`config.mk`:
```
export PLATFORM = sky130hd
export DESIGN_NAME = parity_serializer
export DESIGN_NICKNAME = d
export VERILOG_FILES = /design/src/rtl/parity_serializer.sv
export SDC_FILE = /design/constraint.sdc
export NUM_CORES = 1
export LEC_CHECK = 0
export CORE_UTILIZATION = 40
export DETAILED_ROUTE_END_ITERATION = 12
export DONT_BUFFER_PORTS = 1
export GPL_TIMING_DRIVEN = 0
export HOLD_SLACK_MARGIN = 0.06
export MAX_ROUTING_LAYER = met4
export PLACE_DENSITY = 0.53
export SYNTH_ARGS = -nofsm -noshare
export SYNTH_HDL_FRONTEND = slang
export SYNTH_SLANG_ARGS = --single-unit
```
`constraint.sdc`:
```
create_clock -name clk -period 2.8 [get_ports clk]
set_clock_uncertainty 0.15 [all_clocks]
set_input_delay 0.28 -clock clk [delete_from_list [all_inputs] [get_ports clk]]
set_output_delay 0.28 -clock clk [all_outputs]
set_load 0.02 [all_outputs]
```
`src/rtl/parity_serializer.sv`:
```
// parity_serializer: takes parallel words over valid/ready and sends each one
// serially, LSB first, followed by an even or odd parity bit. The frame
// format matches what parity_checker expects at the far end of the link.
module parity_serializer #(
  parameter int DATA_WIDTH  = 8,
  parameter int PARITY_TYPE = 0
) (
  input  logic                  clk,
  input  logic                  rst,
  input  logic                  en,
  input  logic [DATA_WIDTH-1:0] data_in,
  input  logic                  valid_in,
  output logic                  ready_out,
  output logic                  serial_out,
  output logic                  serial_valid_out,
  output logic                  frame_start_out,
  output logic                  frame_end_out,
  output logic                  parity_out,
  output logic                  busy_out
);

  localparam int CNT_W = (DATA_WIDTH > 2) ? $clog2(DATA_WIDTH) : 1;
  localparam logic [CNT_W-1:0] LAST_BIT = CNT_W'(DATA_WIDTH - 1);
  localparam logic ODD_PARITY = (PARITY_TYPE != 0);

  localparam logic [1:0] ST_IDLE   = 2'd0;
  localparam logic [1:0] ST_DATA   = 2'd1;
  localparam logic [1:0] ST_PARITY = 2'd2;

  logic [1:0]            state_reg, state_next;
  logic [CNT_W-1:0]      cnt_reg, cnt_next;
  logic [DATA_WIDTH-1:0] shift_reg, shift_next;
  logic                  parity_reg, parity_next;
  logic                  accept;

  // A new word can be taken when idle, or while the previous parity bit is
  // on the wire so frames can run back-to-back with no gap.
  assign ready_out = en & ((state_reg == ST_IDLE) | (state_reg == ST_PARITY));
  assign accept    = ready_out & valid_in;

  // Next-state logic; with en low every register simply holds.
  always_comb begin
    state_next  = state_reg;
    cnt_next    = cnt_reg;
    shift_next  = shift_reg;
    parity_next = parity_reg;
    if (en) begin
      case (state_reg)
        ST_IDLE, ST_PARITY: begin
          if (accept) begin
            state_next  = ST_DATA;
            cnt_next    = '0;
            shift_next  = data_in;
            parity_next = (^data_in) ^ ODD_PARITY;
          end else begin
            state_next = ST_IDLE;
          end
        end
        ST_DATA: begin
          if (cnt_reg == LAST_BIT) begin
            state_next = ST_PARITY;
          end else begin
            cnt_next   = cnt_reg + CNT_W'(1);
            shift_next = shift_reg >> 1;
          end
        end
        default: state_next = ST_IDLE;
      endcase
    end
  end

  // State registers; reset aborts any frame in flight and drops a
  // simultaneous accept.
  always_ff @(posedge clk) begin
    if (rst) begin
      state_reg  <= ST_IDLE;
      cnt_reg    <= '0;
      shift_reg  <= '0;
      parity_reg <= 1'b0;
    end else begin
      state_reg  <= state_next;
      cnt_reg    <= cnt_next;
      shift_reg  <= shift_next;
      parity_reg <= parity_next;
    end
  end

  // Outputs are pure decodes of registered state, so each bit is stable for
  // a whole (possibly en-stretched) bit period.
  always_comb begin
    serial_out       = 1'b0;
    serial_valid_out = 1'b0;
    frame_start_out  = 1'b0;
    frame_end_out    = 1'b0;
    case (state_reg)
      ST_DATA: begin
        serial_out       = shift_reg[0];
        serial_valid_out = 1'b1;
        frame_start_out  = (cnt_reg == '0);
      end
      ST_PARITY: begin
        serial_out       = parity_reg;
        serial_valid_out = 1'b1;
        frame_end_out    = 1'b1;
      end
      default: ;
    endcase
  end

  assign busy_out   = serial_valid_out;
  assign parity_out = parity_reg;

endmodule

```
==> flow_summary.ini <==
[critical_path]
crit_path_end_kind = output pin
r2r_slack_ps = 780
r2r-start = state_reg[1]
crit_type = register to output pin
worstRegToRegCells = 9
rr_endpoint = cnt_reg[1]
critPathMaxFanout = 10
crit_arrival_ps = 1860
required_ps = 2370
start_kind = register

[die]
start_util_pct = 42.3
core-area_um2 = 1960
dieArea_um2 = 2260
die_x_um = 47.6
io_pins = 19
rows = 16
fp.dieH_um = 47.6

[sta]
rsz0062_at_grt = false
worstMarginPinSlew_ps = 539
relSlewSlack_pct = 64.1
final_max_slew_viol_count = 0
hold_viol_final = 0
max_freq_mhz = 437
setup_viol = 0
period_needed_ps = 2290
finalSetupTns_ps = 0
period_share_pct = 81.7

[clock_network]
cts_inserted_buffers = 3
cts_tree = yes
clockBufferDepth = 2
cts.htree.levels = 1
clock_latency_ps = 280
clkTransAtPathRegs_ps = 80
cts_num_sinks = 14
clock-root-buffer = clkbuf_4
cts_resized = 0

[detailed_routing]
routedWlPerCell_um = 13.0
drtAntennaViolNets = 0
first_iter_violations = 7
vias = 654
routed_wl_um = 1630
drcViolationCount = 0
vias_per_cell = 5.23
first_pass_iters = 3

[finish]
nets = 119
seq_area_um2 = 280
stdcell_count = 125
drive_gt1_share_pct = 8.16
multi_input_area_um2 = 475
largest_reg_flops = 8
antenna_cells = 0
synthToLayoutAreaGrowth_pct = 10.4
fill_cells = 224

[synth]
synth_area_um2 = 831
synthTopCellsByArea = dfxtp_1, ha_1, mux2i_1, a211oi_1, xnor2_1
ys_ff_latch = 14
synth_cell_types = 22
synth_compound_area_share_pct = 16.1
ys_warn_count = 0
synth.mux.area_fraction_pct = 8.43
ys_seq_area_share_pct = 33.7
avgSynthCellArea_um2 = 9.03
synth_top_area_cell = dfxtp_1
synth_top_family_by_area = compound AO/OA/AOI/OAI gates
synth-xor-area-share_pct = 7.38
synth_nets = 111
synth-simple-area-share_pct = 14.8
yosysTopAreaCellShare_pct = 33.7
synth_cells = 92
synthAdderAreaFrac_pct = 10.5

[placement]
place_inst = 119
gp_congestion = 0.686
portBuffers = 0
hpwlAfterDp_um = 1230

[power]
cellPowerDensity_nw_per_um2 = 441
p_leak_nw = 0.321
p_total_mw = 0.405
ir_drop_mv = 0.282

[global_routing]
overflow = 0
grt_pass1_wl_um = 2570
grt_usage_pct = 17.5
grt_max_degree = 11
grt_antenna_before_repair = 0
grt_pass1_vias = 619

[worst_hold_path]
hp-start = en
hold_path_depth = 2
hold-path-endpoint = state_reg[1]
hold_class = input pin to register

[status]
outcome = finished, final reports clean

[job]
drv_cap = 0
worst max-delay path by stage:
stage | startpoint | endpoint | slack, ps | cells past startpoint
5_1_grt | state_reg[1] | frame_start_out | 360 | 6
6_report | state_reg[1] | frame_start_out | 510 | 6
2_1_floorplan | state_reg[1] | cnt_reg[1] | 910 | 9
3_3_place_gp | state_reg[1] | cnt_reg[1] | 800 | 9
3_5_place_dp | state_reg[1] | frame_start_out | 780 | 6
4_1_cts | state_reg[1] | frame_start_out | 470 | 6
power breakdown:
group	leakage, nW	internal (mW)	total, mW	switching [mW]
Sequential	0.115	0.210	0.218	0.00770
Combinational	0.193	0.0378	0.0757	0.0379
Clock	0.0138	0.0499	0.111	0.0615
Total	0.321	0.298	0.405	0.107
layer usage:
metal	share of wire, %	routed length, um	GRT usage, %	vias up
li1	-	-	-	328
met1	43	700	20.3	307
met2	49	803	28.8	14
met3	5.2	85	2.26	5
met4	2.6	42	10.0	0
met5	0	0	-	-
critical path, cell delays in order (launching register included):
cell and delay [ps]:
dfxtp_1 340, inv_1 80, ha_1 150, buf_6 130, clkbuf_1 430, nand2_1 110, nor2_1 330
stage by stage:
stage / area (um^2) / util (%) / worst slack [ps] / hold slack, ps
after global placement: 865 / 44.1 / 796 / 204
final: 917 / 46.7 / 512 / 64.8
after detailed placement: 865 / 44.1 / 782 / 206
after global routing: 917 / 46.7 / 355 / 91.6
after floorplan: 831 / - / 909 / 203
after CTS: 917 / 46.7 / 474 / 66.0
repair_timing:
action / in CTS / in global routing
buffers inserted: 0 / 0
hold endpoints to repair: 6 / 0
hold buffers: 3 / 0
cell families (layout without fill, tap and decap cells):
kind of cell / count (synthesis) / count (layout)
and+or+nand+nor: 26 / 26
adders and majority gates: 7 / 7
DFF: 14 / 14
muxes: 7 / 7
xor gates and xnor gates: 7 / 7
AOI/OAI and AO/OA: 19 / 19
buffers and inverters: 12 / 18
layout by cell type (no fill, tap or decap), drive strengths merged, types with 5 or more instances in the layout:
| cell | Yosys | routed |
|---|---|---|
| a211oi | 9 | 9 |
| xnor2 | 7 | 7 |
| ha | 7 | 7 |
| dfxtp | 14 | 14 |
| mux2i | 7 | 7 |
| nor2 | 11 | 11 |
| clkbuf | 2 | 5 |
| a21oi | 6 | 6 |
| inv | 6 | 6 |
| nand2 | 6 | 6 |
cells in the mapped netlist:
cell       number
clkbuf_1        2
nor2_1         11
inv_1           6
a41oi_1         1
nand2_1         6
buf_8           1
nand2b_1        1
buf_4           1
buf_6           2
o2111ai_1       1
o2111a_1        1
ha_1            7
mux2i_1         7
and3b_1         1
a21oi_1         6
a22oi_1         1
xnor2_1         7
nand3_1         4
dfxtp_1        14
or3_4           1
a211oi_1        9
nor2b_1         2
area by class of cell:
class                   instances  share of cell area (%)
well taps                      27                    3.68
clock buffers                   3                    2.46
multi-input cells              66                    51.8
inverters                       6                    2.46
repair buffers                  3                    3.27
flip-flops and latches         14                    30.6
plain buffers                   6                    5.73
Note: power is estimated with default switching activity, not from simulation.
